### src/rtl/dmem_arbiter_if.sv
// dmem_arbiter_if: one requester port of the data-memory arbiter.
//   master : requester side (drives req/we/addr/wdata, receives ready/rvalid/rdata/err)
//   slave  : arbiter side
//   req    request, held with we/addr/wdata until ready
//   we     1 = store word, 0 = load word
//   addr   byte address
//   wdata  store data
//   ready  access accepted this cycle (combinational)
//   rvalid load data valid, one cycle after acceptance
//   rdata  load data, held until the next rvalid
//   err    one-cycle pulse after an out-of-range or misaligned access
interface dmem_arbiter_if #(
    parameter int unsigned ADDR_W = 32,
    parameter int unsigned DATA_W = 32
);
    logic              req;
    logic              we;
    logic [ADDR_W-1:0] addr;
    logic [DATA_W-1:0] wdata;
    logic              ready;
    logic              rvalid;
    logic [DATA_W-1:0] rdata;
    logic              err;

    modport master (
        output req, we, addr, wdata,
        input  ready, rvalid, rdata, err
    );

    modport slave (
        input  req, we, addr, wdata,
        output ready, rvalid, rdata, err
    );
endinterface

### src/rtl/dmem_arbiter.sv
// dmem_arbiter: shares a single-port word memory between the core load/store path
// and a host (test load / debug) port. At most one access is granted per cycle; the
// core normally wins, but after MAX_WAIT consecutive host losses the host is granted.
// Load data returns one cycle after acceptance. Out-of-range or misaligned accesses
// are accepted without touching memory and answered with err (and rdata=0 for loads).
//
// Ports
//   clk, reset   rising-edge clock, synchronous active-high reset
//   core, host   requester ports (dmem_arbiter_if.slave)
//   mem_en       memory access strobe
//   mem_we       memory write enable, only with mem_en
//   mem_addr     memory word index
//   mem_wdata    memory write data
//   mem_rdata    memory read data, valid the cycle after a read strobe
module dmem_arbiter #(
    parameter int unsigned ADDR_W   = 32,
    parameter int unsigned DATA_W   = 32,
    parameter int unsigned DEPTH    = 16,
    parameter int unsigned MAX_WAIT = 4,
    localparam int unsigned MEM_AW  = (DEPTH > 1) ? $clog2(DEPTH) : 1
) (
    input  logic              clk,
    input  logic              reset,
    dmem_arbiter_if.slave     core,
    dmem_arbiter_if.slave     host,
    output logic              mem_en,
    output logic              mem_we,
    output logic [MEM_AW-1:0] mem_addr,
    output logic [DATA_W-1:0] mem_wdata,
    input  logic [DATA_W-1:0] mem_rdata
);

    localparam int unsigned WAIT_W = $clog2(MAX_WAIT + 1);

    // ------------------------------------------------------------------
    // Address legality per port
    // ------------------------------------------------------------------
    logic [ADDR_W-1:0] core_word;
    logic [ADDR_W-1:0] host_word;
    logic              core_legal;
    logic              host_legal;

    assign core_word  = core.addr >> 2;
    assign host_word  = host.addr >> 2;
    assign core_legal = (core.addr[1:0] == 2'b00) && (core_word < ADDR_W'(DEPTH));
    assign host_legal = (host.addr[1:0] == 2'b00) && (host_word < ADDR_W'(DEPTH));

    // ------------------------------------------------------------------
    // Arbitration
    // ------------------------------------------------------------------
    logic [WAIT_W-1:0] host_wait_q;
    logic [WAIT_W-1:0] host_wait_d;
    logic              grant_core;
    logic              grant_host;

    always_comb begin
        grant_core = 1'b0;
        grant_host = 1'b0;
        if (core.req && host.req) begin
            if (host_wait_q == WAIT_W'(MAX_WAIT)) begin
                grant_host = 1'b1;
            end else begin
                grant_core = 1'b1;
            end
        end else if (core.req) begin
            grant_core = 1'b1;
        end else if (host.req) begin
            grant_host = 1'b1;
        end
    end

    // Counts host losses under contention; never exceeds MAX_WAIT because the
    // host wins as soon as the count reaches it.
    always_comb begin
        host_wait_d = host_wait_q;
        if (grant_host) begin
            host_wait_d = '0;
        end else if (core.req && host.req) begin
            host_wait_d = host_wait_q + WAIT_W'(1);
        end
    end

    assign core.ready = grant_core;
    assign host.ready = grant_host;

    // ------------------------------------------------------------------
    // Memory request mux
    // ------------------------------------------------------------------
    logic              sel_we;
    logic              sel_legal;
    logic [ADDR_W-1:0] sel_word;
    logic [DATA_W-1:0] sel_wdata;

    always_comb begin
        if (grant_host) begin
            sel_we    = host.we;
            sel_legal = host_legal;
            sel_word  = host_word;
            sel_wdata = host.wdata;
        end else begin
            sel_we    = core.we;
            sel_legal = core_legal;
            sel_word  = core_word;
            sel_wdata = core.wdata;
        end
    end

    // An illegal access still consumes the slot but never strobes memory.
    always_comb begin
        mem_en    = 1'b0;
        mem_we    = 1'b0;
        mem_addr  = '0;
        mem_wdata = '0;
        if ((grant_core || grant_host) && sel_legal) begin
            mem_en    = 1'b1;
            mem_we    = sel_we;
            mem_addr  = sel_word[MEM_AW-1:0];
            mem_wdata = sel_wdata;
        end
    end

    // ------------------------------------------------------------------
    // Response path
    // ------------------------------------------------------------------
    logic core_rd_acc;
    logic host_rd_acc;

    assign core_rd_acc = grant_core && !core.we;
    assign host_rd_acc = grant_host && !host.we;

    logic              core_rvalid_q;
    logic              core_err_q;
    logic              core_rd_mem_q;   // legal core load in flight: rdata comes from memory
    logic [DATA_W-1:0] core_rdata_q;
    logic              host_rvalid_q;
    logic              host_err_q;
    logic              host_rd_mem_q;
    logic [DATA_W-1:0] host_rdata_q;

    always_ff @(posedge clk) begin
        if (reset) begin
            host_wait_q   <= '0;
            core_rvalid_q <= 1'b0;
            core_err_q    <= 1'b0;
            core_rd_mem_q <= 1'b0;
            core_rdata_q  <= '0;
            host_rvalid_q <= 1'b0;
            host_err_q    <= 1'b0;
            host_rd_mem_q <= 1'b0;
            host_rdata_q  <= '0;
        end else begin
            host_wait_q   <= host_wait_d;

            core_rvalid_q <= core_rd_acc;
            core_rd_mem_q <= core_rd_acc && core_legal;
            core_err_q    <= grant_core && !core_legal;
            // A new illegal load overrides capture of the load being returned now.
            if (core_rd_acc && !core_legal) begin
                core_rdata_q <= '0;
            end else if (core_rd_mem_q) begin
                core_rdata_q <= mem_rdata;
            end

            host_rvalid_q <= host_rd_acc;
            host_rd_mem_q <= host_rd_acc && host_legal;
            host_err_q    <= grant_host && !host_legal;
            if (host_rd_acc && !host_legal) begin
                host_rdata_q <= '0;
            end else if (host_rd_mem_q) begin
                host_rdata_q <= mem_rdata;
            end
        end
    end

    // In the return cycle the memory output is passed straight through; afterwards
    // the captured copy holds it until the next rvalid.
    assign core.rvalid = core_rvalid_q;
    assign core.err    = core_err_q;
    assign core.rdata  = core_rd_mem_q ? mem_rdata : core_rdata_q;
    assign host.rvalid = host_rvalid_q;
    assign host.err    = host_err_q;
    assign host.rdata  = host_rd_mem_q ? mem_rdata : host_rdata_q;

endmodule
### src/flat_wrapper.sv
// flat-port wrapper written by rule: the top's interface ports become plain ports
module dmem_arbiter_flat 
#(
    parameter int unsigned ADDR_W   = 32,
    parameter int unsigned DATA_W   = 32,
    parameter int unsigned DEPTH    = 16,
    parameter int unsigned MAX_WAIT = 4,
    localparam int unsigned MEM_AW  = (DEPTH > 1) ? $clog2(DEPTH) : 1
)
  (clk, reset, mem_en, mem_we, mem_addr, mem_wdata, mem_rdata, core_req, core_we, core_addr, core_wdata, core_ready, core_rvalid, core_rdata, core_err, host_req, host_we, host_addr, host_wdata, host_ready, host_rvalid, host_rdata, host_err);
  dmem_arbiter_if #(.ADDR_W(ADDR_W), .DATA_W(DATA_W)) core_i ();
  dmem_arbiter_if #(.ADDR_W(ADDR_W), .DATA_W(DATA_W)) host_i ();
  input  logic clk;
  input  logic reset;
  output logic mem_en;
  output logic mem_we;
  output logic [MEM_AW-1:0] mem_addr;
  output logic [DATA_W-1:0] mem_wdata;
  input  logic [DATA_W-1:0] mem_rdata;
  input wire logic [$bits(core_i.req)-1:0] core_req;
  input wire logic [$bits(core_i.we)-1:0] core_we;
  input wire logic [$bits(core_i.addr)-1:0] core_addr;
  input wire logic [$bits(core_i.wdata)-1:0] core_wdata;
  output wire logic [$bits(core_i.ready)-1:0] core_ready;
  output wire logic [$bits(core_i.rvalid)-1:0] core_rvalid;
  output wire logic [$bits(core_i.rdata)-1:0] core_rdata;
  output wire logic [$bits(core_i.err)-1:0] core_err;
  input wire logic [$bits(host_i.req)-1:0] host_req;
  input wire logic [$bits(host_i.we)-1:0] host_we;
  input wire logic [$bits(host_i.addr)-1:0] host_addr;
  input wire logic [$bits(host_i.wdata)-1:0] host_wdata;
  output wire logic [$bits(host_i.ready)-1:0] host_ready;
  output wire logic [$bits(host_i.rvalid)-1:0] host_rvalid;
  output wire logic [$bits(host_i.rdata)-1:0] host_rdata;
  output wire logic [$bits(host_i.err)-1:0] host_err;
  assign core_i.req = core_req;
  assign core_i.we = core_we;
  assign core_i.addr = core_addr;
  assign core_i.wdata = core_wdata;
  assign core_ready = core_i.ready;
  assign core_rvalid = core_i.rvalid;
  assign core_rdata = core_i.rdata;
  assign core_err = core_i.err;
  assign host_i.req = host_req;
  assign host_i.we = host_we;
  assign host_i.addr = host_addr;
  assign host_i.wdata = host_wdata;
  assign host_ready = host_i.ready;
  assign host_rvalid = host_i.rvalid;
  assign host_rdata = host_i.rdata;
  assign host_err = host_i.err;
  dmem_arbiter #(.ADDR_W(ADDR_W), .DATA_W(DATA_W), .DEPTH(DEPTH), .MAX_WAIT(MAX_WAIT)) u_core (.clk(clk), .reset(reset), .core(core_i), .host(host_i), .mem_en(mem_en), .mem_we(mem_we), .mem_addr(mem_addr), .mem_wdata(mem_wdata), .mem_rdata(mem_rdata));
endmodule
### config.mk
export PLATFORM = sky130hd
export DESIGN_NAME = dmem_arbiter_flat
export DESIGN_NICKNAME = d
export VERILOG_FILES = /design/src/rtl/dmem_arbiter_if.sv /design/src/rtl/dmem_arbiter.sv /design/src/flat_wrapper.sv
export SDC_FILE = /design/constraint.sdc
export NUM_CORES = 1
export LEC_CHECK = 0
export BUFFER_PORTS_ARGS = -buffer_cell sky130_fd_sc_hd__buf_2
export CAP_MARGIN = 30
export CELL_PAD_IN_SITES_DETAIL_PLACEMENT = 2
export CELL_PAD_IN_SITES_GLOBAL_PLACEMENT = 2
export CORE_ASPECT_RATIO = 0.75
export CORE_MARGIN = 1.5
export CORE_UTILIZATION = 21
export CTS_CLUSTER_SIZE = 12
export DETAILED_ROUTE_END_ITERATION = 6
export GPL_TIMING_DRIVEN = 0
export HOLD_SLACK_MARGIN = 0.03
export PLACE_DENSITY = 0.93
export SLEW_MARGIN = 40
export SYNTH_ARGS = -nofsm -noshare
export SYNTH_HDL_FRONTEND = slang
export SYNTH_SLANG_ARGS = --single-unit
### constraint.sdc
create_clock -name clk -period 2.3 [get_ports clk]
set_clock_uncertainty 0.2 [all_clocks]
set_input_delay 0.23 -clock clk [delete_from_list [all_inputs] [get_ports clk]]
set_output_delay 0.23 -clock clk [all_outputs]
set_load 0.05 [all_outputs]
==> results of run 1 <==
-- power by group --
group          internal (mW)  total (mW)  leakage, nW  switching, mW
clock                  0.862        1.46        0.149          0.603
sequential              1.27        1.27        0.589        0.00256
combinational          0.182       0.406         2.28          0.224
-- worst reg2reg max path, stage by stage, from the launching register on --
cell      delay [ns]
dfxtp_2         0.36
inv_1           0.08
ha_4            0.18
nand3_2         0.10
a31o_2          0.19
o41a_1          0.37
clkbuf_1        0.45
nor2b_1         0.10
-- final timing paths --
| path | startpoint | endpoint | slack, ns | cells past startpoint |
|---|---|---|---|---|
| max | core_addr[24] | mem_wdata[7] | -0.15 | 8 |
| min | mem_rdata[12] | u_core.host_rdata_q[12] | 0.07 | 3 |
| max reg2reg | u_core.host_wait_q[1] | u_core.core_rdata_q[15] | 0.14 | 7 |
| min reg2reg | u_core.core_rdata_q[7] | u_core.core_rdata_q[7] | 0.38 | 2 |
-- cell type report --
type	count	area, um^2
multi-input cells	284	2509
repair buffers	283	1745
well taps	215	269.0
clock inverters	7	83.83
flip-flops and latches	73	1464
inverters	7	41.29
fillers	1839	10100
plain buffers	29	330.3
diodes	1	2.502
clock buffers	9	225.2
-- cells in the mapped netlist, drive strengths merged --
| cell type | number | area, um^2 |
|---|---|---|
| mux2i | 1 | 10.01 |
| a21oi | 1 | 5.000 |
| nand2 | 78 | 292.8 |
| nor3b | 3 | 22.52 |
| o22ai | 37 | 231.5 |
| clkbuf | 19 | 71.32 |
| nor2b | 64 | 400.4 |
| or4 | 2 | 15.01 |
| buf | 13 | 81.33 |
| dfxtp | 73 | 1461 |
| nor2 | 1 | 3.750 |
| xnor2 | 1 | 8.760 |
| o31ai | 1 | 7.510 |
| mux2 | 64 | 720.7 |
| nand4 | 2 | 12.51 |
| ha | 2 | 25.02 |
| a21bo | 1 | 10.01 |
| a31o | 2 | 17.52 |
| nor3 | 4 | 20.02 |
| or3 | 2 | 12.51 |
| inv | 7 | 26.27 |
| o32ai | 1 | 16.27 |
| o41a | 2 | 22.52 |
| nor4 | 14 | 100.1 |
| nand3 | 1 | 5.000 |
-- through the flow --
stage / cell area [um^2] / util (%) / hold WS (ns)
3_5_place_dp: 5390 / 32.13 / 0.2543
6_report: 6670 / 39.76 / 0.06806
5_1_grt: 6670 / 39.76 / 0.06852
2_1_floorplan: 3754 / - / 0.1010
4_1_cts: 6217 / 37.06 / 0.05453
3_3_place_gp: 5389 / 32.13 / 0.2522
-- logic make-up (layout without fill, tap and decap cells) --
family | count (synthesis) | in the layout | share of synthesized area (%)
AO/OA/AOI/OAI | 45 | 45 | 8.620
XOR/XNOR | 1 | 1 | 0.2434
adder cells (fa/ha/maj) | 2 | 2 | 0.6951
buffers and inverters | 39 | 335 | 4.970
flip-flops | 73 | 73 | 40.60
multiplexers | 65 | 65 | 20.30
other | 0 | 1 | 0
AND/OR/NAND/NOR | 171 | 171 | 24.57
-- metal layers --
metal	share of wire, %	track usage (%)	routed length, um
met4	1.5	5.566	272
met3	4.5	4.750	818
met1	40	20.61	7233
met2	54	34.72	9696
met5	0	0	0
-- repair_timing --
item / 4_1_cts / 5_1_grt
resized for setup: 136 / 90
hold buffers: 2 / 0
endpoints found under the setup margin: 100 / 109
endpoints found under the hold margin: 4 / 0
pin swaps: 7 / 12
buffers inserted: 3 / 3
cloned: 1 / 1
-- sequential cells by signal, indices dropped and copies added (netlist names) --
register	cells
u_core.core_rdata_q	32
u_core.host.err	1
u_core.host_rd_mem_q	1
u_core.core.err	1
u_core.host.rvalid	1
u_core.core_rd_mem_q	1
u_core.host_wait_q	3
u_core.host_rdata_q	32
u_core.core.rvalid	1
==> summary.md, run 1 <==
| Metric | Value |
|---|---|
| DPL Wire Length | `12.67 mm` |
| Commonest cells after routing, fill and taps aside | `buf_2, dfxtp_1, mux2_2, nor2b_1, nand2_1` |
| Library cells used by synthesis | `29` |
| RSZ-0062 raised after global routing | `yes` |
| Failing checks | `negative setup slack` |
| Number of I/O port buffers | `273` |
| Yosys reg bits | `73` |
| Actual slew at the worst max-slew pin | `0.5037 ns` |
| Tmin final | `2.455 ns` |
| Clock slew at reported path FFs | `0.07 ns` |
| CP delay by family, top | `simple AND/OR/NAND/NOR gates` |
| Slowest-stage cell, CP | `or3_1` |
| Placed cells | `884` |
| PwrDens | `470.9 nW/um^2` |
| Fmax | `407.4 MHz` |
| Crit end category | `primary output` |
| Sequential share of the synthesized area | `40.60%` |
| Worst-Skew Late Latency | `0.33 ns` |
| Number of global-route vias before repair | `4,509` |
| Rows | `41` |
| Yosys warns | `0` |
| Hold Vio Cnt, Final | `0` |
| Clock Tree Root | `clkbuf_16` |
| Initial antenna violation count | `1` |
| Vias/cell | `4.550` |
| Worst setup margin | `-0.1547 ns` |
| Die Area | `17,940 um^2` |
| GPL Wtd Cong | `0.8378` |
| Critical Path AT | `2.02 ns` |
| Post-synthesis cell count | `396` |
| Peak supply drop | `0.0003316 V` |
| Layout cells sized above 1 | `66.62%` |
| Post-DR wirelength/cell | `19.85 um` |
| Core area | `16,770 um^2` |
| Drt total wl | `18.02 mm` |
| Commonest non-fill, non-tap cell in the layout | `buf_2` |
| Vias | `4,131` |
| Total GRT Usage | `18.43%` |
| CP required | `1.87 ns` |
| Worst Setup Start Kind | `primary input` |
| Setup WS pre-CTS | `-0.5042 ns` |
| Largest net degree at the start of global routing | `16` |
| Final setup TNS | `-4.274 ns` |
| Initial core utilization | `21.46%` |
| Die width | `154.2 um` |
| Status | `finished, violations left` |
| Slowest Stage Delay on Critical Path | `0.39 ns` |
| Slew HR | `66.42%` |
| Post-route ant nets | `0` |
| Max-cap viol count | `0` |
| CP Class | `primary input to primary output` |
| TritonRoute pass-1 iters | `4` |
| CP bufs+invs | `4` |
| First-pass GRT wire length | `25.30 mm` |
| Final period utilization | `106.7%` |
| Clock buffer depth | `2` |
| Hold Crit Class | `primary input to flop` |
| Final setup viols | `38` |
| CTS tree | `done` |
| Die Y-Extent | `116.4 um` |
| Net Count, Synth | `564` |
| H-Tree Depth | `3` |
| Leakage Power | `3.019 nW` |
| Initial DRC count | `97` |
| CTS sink cnt | `73` |
| Cell Chain, Critical Path | `buf_2 -> nor4_4 -> nand4_1 -> or3_1 -> buf_6 -> buf_12 -> o22ai_2 -> buf_6` |
| DR DRC count | `0` |
| Area Growth Syn to Fin | `85.30%` |
| Final total power | `3.141 mW` |
| Filler-free cell count of the finished design | `908` |
| Syn Area/Cell | `9.090 um^2` |
| Final slew viol count | `0` |
| Overflow after GRT | `0` |
| Cell mode on critical path | `buf_6` |
| Worst-path fanout max | `10` |
| Synth Cell Area | `3600 um^2` |
| Total CTS buffers | `9` |
| Final #Nets | `855` |
| Total I/O pin count | `274` |
(Power assumes the default switching activity.)
==> run 2, diff against run 1 <==
CORE_UTILIZATION = 19   (was 21)
PLACE_DENSITY = 0.9   (was 0.93)
SLEW_MARGIN = 20   (was 40)
clock period = 2.1 ns   (was 2.3 ns; I/O delays follow)
==> summary.md, run 2 (synthesized netlist as in run 1, its figures left out) <==
| Metric | Value |
|---|---|
| Clock Tree Root | `clkbuf_16` |
| WP depth | `6` |
| Critical Path AT | `1.94 ns` |
| Filler Cell Count | `2,060` |
| Final period utilization | `112.0%` |
| Cell mode on critical path | `buf_6` |
| Largest net degree at the start of global routing | `12` |
| Final #Nets | `861` |
| Number of global-route vias before repair | `4,806` |
| R2r endpoint | `u_core.host_rdata_q[18]` |
| Crit end category | `primary output` |
| DPL Wire Length | `13.76 mm` |
| GPL Wtd Cong | `0.7813` |
| Final core occ | `37.07%` |
| Comb power frac | `13.5%` |
| Total I/O pin count | `274` |
| Reg2Reg Depth | `7` |
| Initial DRC count | `123` |
| Clock buffer depth | `2` |
| TritonRoute pass-1 iters | `4` |
| Metal2 WL | `9.598 mm` |
| CP required | `1.69 ns` |
| Met1 Wirelength | `7.152 mm` |
| CTS sink cnt | `73` |
| Status | `finished, violations left` |
| Slowest Stage Delay on Critical Path | `0.53 ns` |
| Clock slew at reported path FFs | `0.06 ns` |
| Vias/cell | `4.431` |
| DR top layer | `met4` |
| Initial core utilization | `19.45%` |
| Biggest regs | `u_core.core_rdata_q x32, u_core.host_rdata_q x32, u_core.host_wait_q x3` |
| Critical path endpoint | `mem_we` |
| Hold Vio Cnt, Final | `0` |
| Post-DR wirelength/cell | `18.93 um` |
| Worst-path fanout max | `10` |
| CTS tree | `done` |
| Area Growth Syn to Fin | `90.62%` |
| Design Area, Final | `6862 um^2` |
| Die width | `161.9 um` |
| Setup crit start | `core_addr[11]` |
| Worst-Skew Late Latency | `0.33 ns` |
| Drt total wl | `17.87 mm` |
| Metal3 WL | `820 um` |
| CP bufs+invs | `3` |
| Core area | `18,510 um^2` |
| Total CTS buffers | `9` |
| Commonest cells after routing, fill and taps aside | `buf_2, nand2_1, dfxtp_1` |
| CP delay by family, top | `simple AND/OR/NAND/NOR gates` |
| CP Class | `primary input to primary output` |
| First-pass GRT wire length | `26.71 mm` |
| Fmax | `425.1 MHz` |
| Final slew viol count | `0` |
| Worst Setup Start Kind | `primary input` |
| Overflow after GRT | `0` |
| Worst r2r src | `u_core.host_wait_q[1]` |
| Power Internal | `2.411 mW` |
| Peak supply drop | `0.0003592 V` |
| Placed cell area | `5842 um^2` |
| Worst setup margin | `-0.2524 ns` |
| Cell Chain, Critical Path | `buf_6 -> or4_4 -> or3_4 -> buf_12 -> o32ai_4 -> buf_6` |
| Die Area | `19,790 um^2` |
| Failing checks | `negative setup slack` |
| Antenna cells | `0` |
| Slowest-stage cell, CP | `or4_4` |
| PwrDens | `468.4 nW/um^2` |
| DR DRC count | `0` |
| Switching share of power | `24.99%` |
| Actual slew at the worst max-slew pin | `0.5193 ns` |
| Commonest non-fill, non-tap cell in the layout | `buf_2` |
| Layout cells sized above 1 | `65.71%` |
| Number of I/O port buffers | `273` |
| Post-route ant nets | `0` |
| Initial antenna violation count | `0` |
| Vias | `4,183` |
| Clock share of power | `43.2%` |
| H-Tree Depth | `3` |
| RSZ-0062 raised after global routing | `yes` |
| Sequential share of power | `43.3%` |
| Max-cap viol count | `0` |
| Hold Crit Class | `primary input to flop` |
| Final setup TNS | `-7.991 ns` |
| Tmin final | `2.352 ns` |
| Die Y-Extent | `122.2 um` |
| Total GRT Usage | `17.68%` |
| Leakage Power | `3.082 nW` |
| Rows | `43` |
| Final setup viols | `38` |
| Slew HR | `65.38%` |
| Total net switching power | `0.8031 mW` |
| Flop2flop setup slack | `0.13 ns` |
run 2: worst min-delay path by stage:
stage | startpoint | depth (start not counted) | slack [ns] | to
global placement | core_we | 2 | 0.22 | u_core.core_rd_mem_q
global route | mem_rdata[9] | 3 | 0.07 | u_core.host_rdata_q[9]
detailed placement | core_we | 2 | 0.23 | u_core.core_rd_mem_q
floorplan | host_we | 1 | 0.08 | u_core.host_rd_mem_q
CTS | mem_rdata[20] | 3 | 0.04 | u_core.core_rdata_q[20]
finish | mem_rdata[20] | 3 | 0.05 | u_core.core_rdata_q[20]
run 2: area by class of cell:
class | count | area (um^2) | area share (%)
flip-flops and latches | 73 | 1464 | 21.33
plain buffers | 29 | 401.6 | 5.853
clock inverters | 3 | 17.52 | 0.2553
inverters | 7 | 36.28 | 0.5288
clock buffers | 12 | 246.5 | 3.592
repair buffers | 289 | 1839 | 26.81
well taps | 247 | 309.0 | 4.504
multi-input cells | 284 | 2547 | 37.13
run 2: stage by stage:
stage          hold slack (ns)  total power, mW  setup slack, ns  instances
2_1_floorplan          0.08101            1.576          -0.1386        396
3_3_place_gp            0.2227            1.778          -0.4562        916
3_5_place_dp            0.2311            1.793          -0.4913        916
4_1_cts                0.04305            3.252          -0.2424        937
5_1_grt                0.06620            3.377          -0.2973        944
6_report               0.05308            3.214          -0.2524        944
run 2: what timing repair did:
action / 4_1_cts / 5_1_grt
endpoints found under the hold margin: 4 / 0
pin swaps: 7 / 7
setup buffers: 4 / 5
setup endpoints to repair: 160 / 63
hold buffers: 2 / 0
gates resized for setup: 151 / 17
cloned: 3 / 2
run 2: tightest hold or removal path, cell delays in order:
cell,delay [ns]
buf_2,0.08
mux2_2,0.14
nor2b_1,0.11
run 2: power groups by stage:
stage / sequential [mW] / combinational, mW / clock [mW]
detailed placement: 1.42 / 0.371 / 0
global placement: 1.42 / 0.356 / 0
global route: 1.39 / 0.471 / 1.52
floorplan: 1.43 / 0.143 / 0
CTS: 1.39 / 0.417 / 1.44
finish: 1.39 / 0.433 / 1.39
run 2: per-layer routing:
layer | track usage, % | up-vias
met3 | 3.473 | 22
met2 | 34.01 | 141
met1 | 19.90 | 2054
met4 | 4.530 | 0
li1 | - | 1966
met5 | 0 | -
